--- src/rtl/fp_div_top.sv ---
// Iterative FP32 divider: one restoring-division step per cycle, valid/ready on both sides.
// Optional build macro FP_DIV_GRS_EN adds guard/sticky outputs exposing the pre-rounding bits.

package fp_div_pkg;
  typedef enum logic [2:0] {
    IEEE_near,
    IEEE_zero,
    IEEE_pinf,
    IEEE_ninf,
    near_up,
    away_zero
  } round_values;
endpackage

module fp_div_top
  import fp_div_pkg::*;
#(
  parameter round_values rnd = IEEE_near
) (
  input  logic        clk,
  input  logic        rst,
  input  logic        in_valid,
  output logic        in_ready,
  input  logic [31:0] a,
  input  logic [31:0] b,
  output logic        out_valid,
  input  logic        out_ready,
  output logic [31:0] z,
`ifdef FP_DIV_GRS_EN
  output logic        guard,
  output logic        sticky,
`endif
  output logic [7:0]  status
);

  typedef enum logic [1:0] {IDLE, DIV, RND, DONE} state_t;

  state_t state, state_next;

  // Operand decode; exponent 0 (including denormals) is treated as signed zero.
  logic [7:0]  ea, eb;
  logic [22:0] fa, fb;
  logic        a_zero, b_zero, a_inf, b_inf, a_nan, b_nan;
  logic        sign_in, is_special, accept;
  logic [31:0] special_z;
  logic [7:0]  special_status;

  assign ea      = a[30:23];
  assign eb      = b[30:23];
  assign fa      = a[22:0];
  assign fb      = b[22:0];
  assign a_zero  = (ea == 8'h00);
  assign b_zero  = (eb == 8'h00);
  assign a_inf   = (ea == 8'hFF) && (fa == 23'd0);
  assign b_inf   = (eb == 8'hFF) && (fb == 23'd0);
  assign a_nan   = (ea == 8'hFF) && (fa != 23'd0);
  assign b_nan   = (eb == 8'hFF) && (fb != 23'd0);
  assign sign_in = a[31] ^ b[31];

  assign is_special = a_zero | b_zero | a_inf | b_inf | a_nan | b_nan;
  assign accept     = (state == IDLE) && in_valid;

  // NOTE: every always_comb output gets a default first so no path leaves it unassigned (no latches).
  always_comb begin
    special_z      = {sign_in, 31'd0};
    special_status = 8'h01;
    if (a_nan || b_nan || (a_zero && b_zero) || (a_inf && b_inf)) begin
      special_z      = 32'h7FC0_0000;
      special_status = 8'h04;
    end else if (a_inf) begin
      special_z      = {sign_in, 8'hFF, 23'd0};
      special_status = 8'h02;
    end else if (b_zero) begin
      special_z      = {sign_in, 8'hFF, 23'd0};
      special_status = 8'h42;
    end
  end

  // Datapath registers
  logic              sign_q;
  logic signed [9:0] exp_q;
  logic [23:0]       mb_q;
  logic [24:0]       rem_q;
  logic [25:0]       quo_q;
  logic [4:0]        count_q;

  logic        rem_ge;
  logic [24:0] rem_sub;

  assign rem_ge  = (rem_q >= {1'b0, mb_q});
  assign rem_sub = rem_ge ? (rem_q - {1'b0, mb_q}) : rem_q;

  // NOTE: state and outputs are reset; the datapath is always reloaded on accept, so it needs no reset.
  // NOTE: sequential state uses non-blocking assignments so all registers update together at the edge.
  always_ff @(posedge clk) begin
    if (accept) begin
      sign_q  <= sign_in;
      exp_q   <= $signed({2'b00, ea} - {2'b00, eb} + 10'd127);
      mb_q    <= {1'b1, fb};
      rem_q   <= {2'b01, fa};
      quo_q   <= 26'd0;
      count_q <= 5'd25;
    end else if (state == DIV) begin
      rem_q   <= {rem_sub[23:0], 1'b0};
      quo_q   <= {quo_q[24:0], rem_ge};
      count_q <= count_q - 5'd1;
    end
  end

  // Normalize, round and range-check the finished quotient.
  logic [23:0]       mant;
  logic              rnd_guard, rnd_sticky, rnd_inc;
  logic [24:0]       mant_sum;
  logic [22:0]       frac_fin;
  logic signed [9:0] exp_norm, exp_fin;
  logic              dir_up, ovf_inf, unf_min;
  logic [31:0]       rnd_z;
  logic [7:0]        rnd_status;

  always_comb begin
    if (quo_q[25]) begin
      mant       = quo_q[25:2];
      rnd_guard  = quo_q[1];
      rnd_sticky = quo_q[0] | (rem_q != 25'd0);
      exp_norm   = exp_q;
    end else begin
      mant       = quo_q[24:1];
      rnd_guard  = quo_q[0];
      rnd_sticky = (rem_q != 25'd0);
      exp_norm   = exp_q - 10'sd1;
    end

    dir_up = ((rnd == IEEE_pinf) && !sign_q) || ((rnd == IEEE_ninf) && sign_q);

    case (rnd)
      IEEE_near: rnd_inc = rnd_guard & (rnd_sticky | mant[0]);
      near_up:   rnd_inc = rnd_guard;
      away_zero: rnd_inc = rnd_guard | rnd_sticky;
      IEEE_pinf,
      IEEE_ninf: rnd_inc = dir_up & (rnd_guard | rnd_sticky);
      default:   rnd_inc = 1'b0;
    endcase

    mant_sum = {1'b0, mant} + {24'd0, rnd_inc};
    if (mant_sum[24]) begin
      frac_fin = 23'd0;
      exp_fin  = exp_norm + 10'sd1;
    end else begin
      frac_fin = mant_sum[22:0];
      exp_fin  = exp_norm;
    end

    ovf_inf = (rnd == IEEE_near) || (rnd == near_up) || (rnd == away_zero) || dir_up;
    unf_min = (rnd == away_zero) || dir_up;

    rnd_z      = {sign_q, exp_fin[7:0], frac_fin};
    rnd_status = {2'b00, rnd_guard | rnd_sticky, 5'b00000};
    if (exp_fin >= 10'sd255) begin
      rnd_z      = ovf_inf ? {sign_q, 8'hFF, 23'd0} : {sign_q, 31'h7F7F_FFFF};
      rnd_status = {4'b0011, 2'b00, ovf_inf, 1'b0};
    end else if (exp_fin <= 10'sd0) begin
      rnd_z      = unf_min ? {sign_q, 31'h0080_0000} : {sign_q, 31'd0};
      rnd_status = {4'b0010, 1'b1, 2'b00, ~unf_min};
    end
  end

  always_ff @(posedge clk) begin
    if (rst) begin
      state <= IDLE;
    end else begin
      state <= state_next;
    end
  end

  always_comb begin
    state_next = state;
    in_ready   = 1'b0;
    out_valid  = 1'b0;
    case (state)
      IDLE: begin
        in_ready = 1'b1;
        if (in_valid) state_next = is_special ? DONE : DIV;
      end
      DIV:  if (count_q == 5'd0) state_next = RND;
      RND:  state_next = DONE;
      DONE: begin
        out_valid = 1'b1;
        if (out_ready) state_next = IDLE;
      end
      default: state_next = IDLE;
    endcase
  end

  always_ff @(posedge clk) begin
    if (rst) begin
      z      <= 32'd0;
      status <= 8'd0;
    end else if (accept && is_special) begin
      z      <= special_z;
      status <= special_status;
    end else if (state == RND) begin
      z      <= rnd_z;
      status <= rnd_status;
    end
  end

`ifdef FP_DIV_GRS_EN
  always_ff @(posedge clk) begin
    if (rst || (accept && is_special)) begin
      guard  <= 1'b0;
      sticky <= 1'b0;
    end else if (state == RND) begin
      guard  <= rnd_guard;
      sticky <= rnd_sticky;
    end
  end
`else
`endif

endmodule
--- config.mk ---
export PLATFORM = sky130hd
export DESIGN_NAME = fp_div_top
export DESIGN_NICKNAME = d
export VERILOG_FILES = /design/src/rtl/fp_div_top.sv
export SDC_FILE = /design/constraint.sdc
export NUM_CORES = 1
export LEC_CHECK = 0
export CAP_MARGIN = 20
export CORE_MARGIN = 5
export CORE_UTILIZATION = 57
export CTS_CLUSTER_SIZE = 40
export DETAILED_ROUTE_END_ITERATION = 16
export PLACE_DENSITY = 0.94
export SYNTH_ARGS = -nofsm -noshare
export SYNTH_HDL_FRONTEND = slang
export SYNTH_SLANG_ARGS = --single-unit
--- constraint.sdc ---
create_clock -name clk -period 5.3 [get_ports clk]
set_input_delay 0.53 -clock clk [delete_from_list [all_inputs] [get_ports clk]]
set_output_delay 0.53 -clock clk [all_outputs]
set_load 0.02 [all_outputs]
# After elaboration in Yosys (flattened, before gate mapping)
# Cells that the tools add are included.
classes:
  mux: 30
  n_eq_ne: 8
  n_reduce_logical: 23
  n_addsub: 7
  order_cmp: 3
  bitwise: 10
op_table:
  columns: ["op", "n"]
  rows:
  - ["two-way mux 31 bit", 4]
  - ["two-way mux 32 bit", 3]
  - ["two-way mux 23 bit", 3]
  - ["two-way mux 24 bit", 2]
  - ["logical NOT 23 bit", 2]
  - ["nonzero test 23 bit", 2]
  - ["adder 24 x 1 -> 25 bit", 1]
  - [">= comparator 25 x 24 -> 1 bit", 1]
  - ["nonzero test 25 bit", 1]
  - ["subtractor 24 bit", 1]
  - ["two-way mux 7 bit", 3]
  - ["two-way mux 10 bit", 2]
  - ["equality test 8 bit, second input constant", 2]
  - ["logical NOT 8 bit", 2]
  - ["two-way mux 8 bit", 2]
  - ["two-way mux 6 bit", 2]
  - ["adder 10 x 2 -> 10 bit, second input constant", 1]
  - ["adder 9 x 8 -> 10 bit, second input constant", 1]
  - [">= comparator 10 x 9 -> 1 bit, second input constant", 1]
  - ["less-or-equal comparator 10 x 1 -> 1 bit, second input constant", 1]
  - ["subtractor 10 x 2 -> 10 bit, second input constant", 1]
  - ["subtractor 8 x 8 -> 9 bit", 1]
  - ["logical AND 1 bit", 8]
  - ["two-way mux 2 bit", 4]
  - ["15 further kinds", 30]
word_totals:
  wordCells: 91
  regBits: 132

# Longest topological paths before layout
# Gate-level depths: netlist (run 1).
depth:
  ltp_word: 12
  mapped_depth: 20

# Worst setup path before layout (run 1)
# No wires, ideal clock.
synth_timing:
  kind: "register to register"
  startpoint: "register quo_q[25]"
  endpoint: "register z[2]"
  arrival_time_ps: 4452
  t_required_ps: 5240
  n_path_buf: 7
  setup_time_ps: 60
  stages_incl_launch_ff: 20
  slack_ps: 788
  path_cell_list: "dfxtp_1 buf_6 buf_6 clkbuf_1 buf_1 buf_1 clkbuf_1 nand2_1 a21boi_0 ha_1 nand4_1 nor4_4 nand3_2 a2111oi_2 xnor2_1 clkinv_1 or2_4 nor4_4 buf_6 a22o_1"
synth_between:
  elab_chain_len: 10
  elab_cells_between_ends: 16
  classes_between: "add/sub (2); order compare (2); mux (10); bitwise (2)"
synth_lines:
  columns: ["item", "line_no", "rtl"]
  rows:
  - ["start, declared", "84", "logic [25:0] quo_q;"]
  - ["start signal, assigned", "105", "quo_q <= {quo_q[24:0], rem_ge};"]
  - ["two-way mux 1 bit / two-way mux 24 bit (equally long branches)", "121", "if (quo_q[25]) begin"]
  - ["bitwise OR 1 bit", "136", "IEEE_near: rnd_inc = rnd_guard & (rnd_sticky | mant[0]);"]
  - ["bitwise AND 1 bit", "136", null]
  - ["adder 24 x 1 -> 25 bit", "144", "mant_sum = {1'b0, mant} + {24'd0, rnd_inc};"]
  - ["two-way mux 10 bit", "145", "if (mant_sum[24]) begin"]
  - ["less-or-equal comparator 10 x 1 -> 1 bit", "161", "end else if (exp_fin <= 10'sd0) begin"]
  - ["two-way mux 31 bit", "161", null]
  - ["two-way mux 31 bit (*)", "158", "if (exp_fin >= 10'sd255) begin"]
  - ["two-way mux 32 bit (*)", "201", "end else if (state == RND) begin"]
  - ["two-way mux 32 bit (*)", "198", "end else if (accept && is_special) begin"]
  - ["end signal, assigned", "199", "z <= special_z;"]
  - ["end signal, assigned", "202", "z <= rnd_z;"]
  - ["end, declared", "28", "output logic [31:0] z,"]
# Mark *: on every way between the ends. The rest lies on a longest branch, timed or not. The select of a mux whose other input is x is not followed.
# A chain may end at the register's enable or synchronous reset.

# Worst setup path after layout (run 1)
layout_timing:
  startpoint: "register quo_q[25]"
  endpoint: "register z[24]"
layout_between:
  elab_chain_len: 10
  elab_cells_between_ends: 15
  classes_between: "add/sub (2); order compare (2); mux (9); bitwise (2)"
layout_lines:
  columns: ["item", "line_no"]
  rows:
  - ["two-way mux 1 bit / two-way mux 24 bit (equally long branches)", "121"]
  - ["bitwise OR 1 bit", "136"]
  - ["bitwise AND 1 bit", "136"]
  - ["adder 24 x 1 -> 25 bit", "144"]
  - ["two-way mux 10 bit (*)", "145"]
  - ["less-or-equal comparator 10 x 1 -> 1 bit", "161"]
  - ["two-way mux 31 bit", "161"]
  - ["two-way mux 31 bit (*)", "158"]
  - ["two-way mux 32 bit (*)", "201"]
  - ["two-way mux 32 bit (*)", "198"]
# Marked as above.

==> metrics.cfg, run 1 <==
[critical_path]
worstPathArrival_ns=4.48
critPathMostFrequentCell=a31oi_1
path_class=register to register
slowest_delay_ns=0.86
end_kind=register
timing.rr.start=quo_q[25]$_SDFFE_PP0P_
path_cells=nand2_1 -> a21boi_0 -> ha_1 -> nand4_1 -> nor4_4 -> and3_1 -> a31oi_1 -> a31oi_1 -> mux2_2 -> a21oi_1 -> and2b_1 -> a221o_1
worstPathRequired_ns=5.67
critPathBufInv=0
cp_top_family=simple AND/OR/NAND/NOR gates
reg2reg_depth=12
r2r_setup_slack_ns=1.19
worstPathMaxFanout=39
startpoint_type=register
crit_end=z[24]$_SDFFE_PP0P_
reg2reg_to=z[24]$_SDFFE_PP0P_
critPathLaunch=quo_q[25]$_SDFFE_PP0P_
cp.depth=12
slowest_stage=dfxtp_2

[sta]
relSlewSlack_pct=37.3
holdWs_ns=0.466
setup_viol=0
fin_crit_sh_pct=77.5
setup-tns-final_ns=0
finalMaxSlewViolations=0
setup_slack_ns=1.19
worstMarginPinSlew_ns=0.934
max_freq_mhz=243
clock_skew_ns=0.0138
hold_viol_final=0
rsz0062_at_grt=false
min_period_ns=4.11

[logic_synthesis]
async_reset_ff_share_pct=0
synth_top_flop_cell=dfxtp_1
yosysWarnings=0
synth.distinct_cells=85
ys_ff_latch=131
syn_area_per_cell_um2=8.96
ys_seq_area_share_pct=36.2
synthCells=984
synth_nets=1094
synth_edf_count=57
synthesis.area_um2=8810

[finish]
syn_to_final_growth_pct=19.9
postLayoutCoreUtil_pct=69.5
diodes=0
final_cell_mix=clkdlybuf4s50_1 (108), nor2_1 (92), nand2_1 (77)
mostFrequentLayoutCell=clkdlybuf4s50_1
nets=1181
drive_gt1_share_pct=6.92

[detailed_routing]
drc=0
drt_iter0_drc=1059
wl_per_cell_um=18.4
vias_per_cell=6.51
dr.pass1.iters=6
dr_total_vias=8277
ant_nets=0
wirelength_um=23400

[pwr]
ir_drop_v=0.000320
p_total_mw=5.43
pwr_density_cell_nw_per_um2=514
leakage_nw=3.92

[job]
drv_cap=0

[global_routing]
antenna_found_initial=0
overflow=0
top_usage_layer=met2
grt_usage_pct=25.5
grtUsageMet1_pct=32.0
grt_pass1_wl_um=37600
grt_start_max_net_pins=48
use_met2_pct=42.3
grt_pass1_vias=7833
grtUsageMet3_pct=5.51

[floorplanning]
initial_utilization_pct=58.0
dieArea_um2=18100
ioPinCount=110
fp.dieH_um=134
core_area_um2=15200
die_x_um=134
rows=45

[clock_network]
h-tree-depth=4
cts_hold_buf=0
clkTransAtPathRegs_ns=0.06
cts_resized=0
cts_made_buffers=17
cts_buffer_depth=2
clkLatencyLatePin_ns=0.44
postCtsSetupBuffers=0
cts_tree=done
cts.sinks=131
root_buffer=clkbuf_16

[place]
hpwl_um=16500
io_buffers=108
gp_congestion=0.928
place_ws_ns=1.38

[worst_hold_path]
hp-class=register to register
holdCritStartpoint=z[27]$_SDFFE_PP0P_

[status]
outcome=finished clean

where the power goes:
| group | leakage [nW] | switching, mW | internal (mW) | total, mW |
|---|---|---|---|---|
| registers | 1.15 | 0.220 | 1.40 | 1.62 |
| clock network | 0.283 | 0.447 | 0.677 | 1.12 |
| logic | 2.49 | 1.60 | 1.09 | 2.69 |
| total | 3.92 | 2.26 | 3.17 | 5.43 |
routing by layer:
| metal | share of wire [%] | vias to the layer above |
|---|---|---|
| met3 | 7.9 | 102 |
| li1 | - | 3798 |
| met4 | 3.6 | 0 |
| met2 | 48 | 446 |
| met1 | 41 | 3931 |
| met5 | 0 | - |
synth_stat cells (12+ instances only):
cell type | instances | share of area, %
nand2b_1 | 16 | 1.1
dfxtp_1 | 74 | 17
a21o_1 | 16 | 1.4
o21ai_0 | 30 | 1.7
edfxtp_1 | 57 | 19
a22o_1 | 23 | 2.3
clkbuf_1 | 37 | 1.6
mux2i_1 | 43 | 4.9
xnor2_1 | 48 | 4.8
a211oi_1 | 15 | 1.3
nand3_1 | 30 | 1.7
nor2b_1 | 12 | 0.85
a21oi_1 | 55 | 3.1
or3_1 | 12 | 0.85
ha_1 | 40 | 5.7
nor3_1 | 18 | 1.0
xor2_1 | 14 | 1.4
nand2_1 | 77 | 3.3
inv_1 | 58 | 2.5
a31oi_1 | 19 | 1.3
nand4_1 | 13 | 0.92
and3_1 | 12 | 0.85
a311oi_1 | 13 | 1.3
nor4_1 | 23 | 1.6
nor2_1 | 92 | 3.9
logic make-up (layout without fill, tap and decap cells):
group                    Yosys count  count (layout)  synth area share (%)
AND/OR/NAND/NOR                  350             350                  20.9
AO/OA/AOI/OAI                    238             238                  19.4
flip-flops                       131             131                  36.2
buffers and inverters            110             210                  5.15
XOR/XNOR                          64              64                  6.53
multiplexers                      48              48                  5.65
adder cells (fa/ha/maj)           42              42                  6.13
other                              1               1                0.0425
through the flow:
step / cells / instance area, um^2
2_1_floorplan: 984 / 8810
3_3_place_gp: 1239 / 9990
4_1_cts: 1272 / 10600
3_5_place_dp: 1240 / 10000
6_report: 1272 / 10600
5_1_grt: 1272 / 10600
state kept, by name, indices dropped and copies added, names as in the netlist:
| register | cells |
|---|---|
| count_q | 5 |
| exp_q | 10 |
| mb_q | 23 |
| quo_q | 26 |
| rem_q | 25 |
| sign_q | 1 |
| state | 2 |
| status | 7 |
| z | 32 |
area by class of cell:
| type | count | area, um^2 |
|---|---|---|
| clock buffer | 25 | 518 |
| clock inverter | 7 | 40.0 |
| fill | 1082 | 4630 |
| inverter | 59 | 221 |
| multi-input combinational | 743 | 5180 |
| sequential | 131 | 3190 |
| tap | 188 | 235 |
| timing repair buffer | 119 | 1180 |
how the worst min path moves through the flow:
stage	to	slack, ns	depth (start not counted)
after floorplan	count_q[3]$_SDFFE_PP1P_	0.46	2
after global placement	z[27]$_SDFFE_PP0P_	0.43	2
after detailed placement	z[27]$_SDFFE_PP0P_	0.44	2
after CTS	z[27]$_SDFFE_PP0P_	0.46	2
after global routing	z[9]$_SDFFE_PP0P_	0.50	1
final	z[27]$_SDFFE_PP0P_	0.47	2
worst min-delay path, delay by kind of cell (launching register included):
kind | cells | cell delay (ns)
flip-flops | 1 | 0.32
AND/OR/NAND/NOR | 2 | 0.10
No activity file was read; power rests on OpenSTA's default activity.
==> inputs of run 2 (changes only) <==
==> constraint.sdc (replaced) <==
create_clock -name clk -period 3.8 [get_ports clk]
set_input_delay 0.38 -clock clk [delete_from_list [all_inputs] [get_ports clk]]
set_output_delay 0.38 -clock clk [all_outputs]
set_load 0.02 [all_outputs]
==> metrics.cfg, run 2 (same netlist as run 1, synthesis figures left out) <==
[global_routing]
grt_pass1_vias=7651  ; was 7833
grt_usage_pct=25.3  ; was 25.5%
overflow=0  ; unchanged
grt_pass1_wl_um=37200  ; was 37600 um
antenna_found_initial=0  ; unchanged
grt_start_max_net_pins=44  ; was 48

[detailed_routing]
dr.pass1.iters=6  ; unchanged
wirelength_um=23100  ; was 23400 um
dr_total_vias=8101  ; was 8277
wl_per_cell_um=18.0  ; was 18.4 um
ant_nets=0  ; unchanged
drt_iter0_drc=1024  ; was 1059
vias_per_cell=6.33  ; was 6.51
drc=0  ; unchanged

[critical_path]
r2r_setup_slack_ns=0.19  ; was 1.19 ns
slowest_delay_ns=0.47  ; was 0.86 ns
slowest_stage=edfxtp_1  ; was dfxtp_2
worstPathMaxFanout=22  ; was 39
end_kind=register  ; unchanged
critPathBufInv=2  ; was 0
worstPathArrival_ns=3.93  ; was 4.48 ns
reg2reg_to=z[18]$_SDFFE_PP0P_  ; was z[24]$_SDFFE_PP0P_
timing.rr.start=exp_q[1]$_DFFE_PP_  ; was quo_q[25]$_SDFFE_PP0P_
path_class=register to register  ; unchanged
startpoint_type=register  ; unchanged
cp_top_family=compound AO/OA/AOI/OAI gates  ; was simple AND/OR/NAND/NOR gates
worstPathRequired_ns=4.12  ; was 5.67 ns
path_cells=inv_1 -> ha_1 -> nor2b_1 -> a21oi_1 -> ha_2 -> xnor2_2 -> xnor2_1 -> o31ai_1 -> nand2_1 -> a2111o_1 -> a221oi_4 -> nor4_4 -> buf_4 -> a22o_1  ; was nand2_1 -> a21boi_0 -> ha_1 -> nand4_1 -> nor4_4 -> and3_1 -> a31oi_1 -> a31oi_1 -> mux2_2 -> a21oi_1 -> and2b_1 -> a221o_1
reg2reg_depth=14  ; was 12

[place]
gp_congestion=0.935  ; was 0.928
hpwl_um=16900  ; was 16500 um
place_area_um2=10000  ; about the same
io_buffers=108  ; unchanged

[clock_network]
root_buffer=clkbuf_16  ; unchanged
clkTransAtPathRegs_ns=0.06  ; about the same
cts_made_buffers=17  ; unchanged
clkLatencyLatePin_ns=0.43  ; was 0.44 ns
h-tree-depth=4  ; unchanged
cts_tree=done  ; unchanged
cts_hold_buf=0  ; unchanged
cts_buffer_depth=2  ; unchanged
cts.sinks=131  ; unchanged

[sta]
setup_viol=0  ; unchanged
fin_crit_sh_pct=94.9  ; was 77.5%
finalMaxSlewViolations=0  ; unchanged
clock_skew_ns=0.00852  ; was 0.0138 ns
min_period_ns=3.61  ; was 4.11 ns
relSlewSlack_pct=56.6  ; was 37.3%
holdWs_ns=0.471  ; was 0.466 ns
max_freq_mhz=277  ; was 243 MHz
hold_viol_final=0  ; unchanged
worstMarginPinSlew_ns=0.651  ; was 0.934 ns

[pwr]
p_total_mw=7.59  ; was 5.43 mW
ir_drop_v=0.000448  ; was 0.000320 V
pwr_density_cell_nw_per_um2=713  ; was 514 nW/um^2
leakage_nw=3.95  ; was 3.92 nW

[finish]
final_area_um2=10600  ; about the same
syn_to_final_growth_pct=20.8  ; was 19.9%
regMostFlops=z  ; unchanged
drive_gt1_share_pct=7.97  ; was 6.92%
final_cell_mix=clkdlybuf4s50_1 (108), nor2_1 (92), nand2_1 (77)  ; unchanged
nets=1188  ; was 1181
postLayoutCoreUtil_pct=70.0  ; was 69.5%
largest_register_ff_count=32  ; unchanged
diodes=0  ; unchanged
largestRegisters=z x32, quo_q x26, rem_q x25  ; unchanged
mostFrequentLayoutCell=clkdlybuf4s50_1  ; unchanged

[worst_hold_path]
whs_endpoint=z[27]$_SDFFE_PP0P_  ; unchanged
hold_depth=2  ; unchanged
hp-class=register to register  ; unchanged
holdCritStartpoint=z[27]$_SDFFE_PP0P_  ; unchanged

[floorplanning]
core_area_um2=15200  ; unchanged
ioPinCount=110  ; unchanged
initial_utilization_pct=58.0  ; unchanged
rows=45  ; unchanged
fp.dieH_um=134  ; unchanged
dieArea_um2=18100  ; unchanged
die_x_um=134  ; unchanged

[status]
outcome=finished clean  ; unchanged

[job]
drv_cap=0  ; unchanged

[run 2: worst max-delay path by stage]
stage          cells after the start  slack [ns]                    from            endpoint
6_report                          14        0.19      exp_q[1]$_DFFE_PP_  z[18]$_SDFFE_PP0P_
5_1_grt                           14       -0.01      exp_q[1]$_DFFE_PP_  z[10]$_SDFFE_PP0P_
4_1_cts                           14        0.09      exp_q[1]$_DFFE_PP_  z[18]$_SDFFE_PP0P_
3_5_place_dp                      14        0.15      exp_q[1]$_DFFE_PP_  z[21]$_SDFFE_PP0P_
3_3_place_gp                      14        0.35      exp_q[1]$_DFFE_PP_   z[1]$_SDFFE_PP0P_
2_1_floorplan                     19        0.01  quo_q[25]$_SDFFE_PP0P_   z[2]$_SDFFE_PP0P_
[run 2: what timing repair did]
item / CTS / global route
gates resized for setup: 0 / 4
setup endpoints to repair: 0 / 26
buffers inserted: 0 / 2
[run 2: report_power, final]
part	leakage (nW)	total (mW)	switching [mW]	internal, mW
clock network	0.284	1.61	0.660	0.954
logic	2.52	3.73	2.20	1.52
registers	1.15	2.25	0.296	1.95
[run 2: worst min-delay path: stages (launching register included)]
cell	delay [ns]
dfxtp_1	0.32
nand2_1	0.06
nand2_1	0.05
[run 2: layout make-up]
class                           count  area, um^2
Fill cell                        1040        4550
Clock buffer                       21         462
Inverter                           59         221
Clock inverter                     11         118
Timing Repair Buffer              126        1220
Multi-Input combinational cell    743        5200
Tap cell                          188         235
Sequential cell                   131        3200
[run 2: stage by stage]
step	setup WS [ns]	setup TNS [ns]	std cells
4_1_cts	0.0945	0	1277
3_5_place_dp	0.150	0	1245
3_3_place_gp	0.348	0	1245
6_report	0.194	0	1279
2_1_floorplan	0.0126	0	984
5_1_grt	-0.0123	-0.0277	1279
[run 2: routing by layer]
layer | routed length, um | part of all wire, % | up-vias | GRT usage (%)
met5 | 0 | 0 | - | 0
met4 | 763 | 3.3 | 0 | 10.3
met3 | 1580 | 6.8 | 70 | 4.84
met2 | 11200 | 48 | 382 | 42.7
met1 | 9570 | 41 | 3826 | 32.0
li1 | - | - | 3823 | -
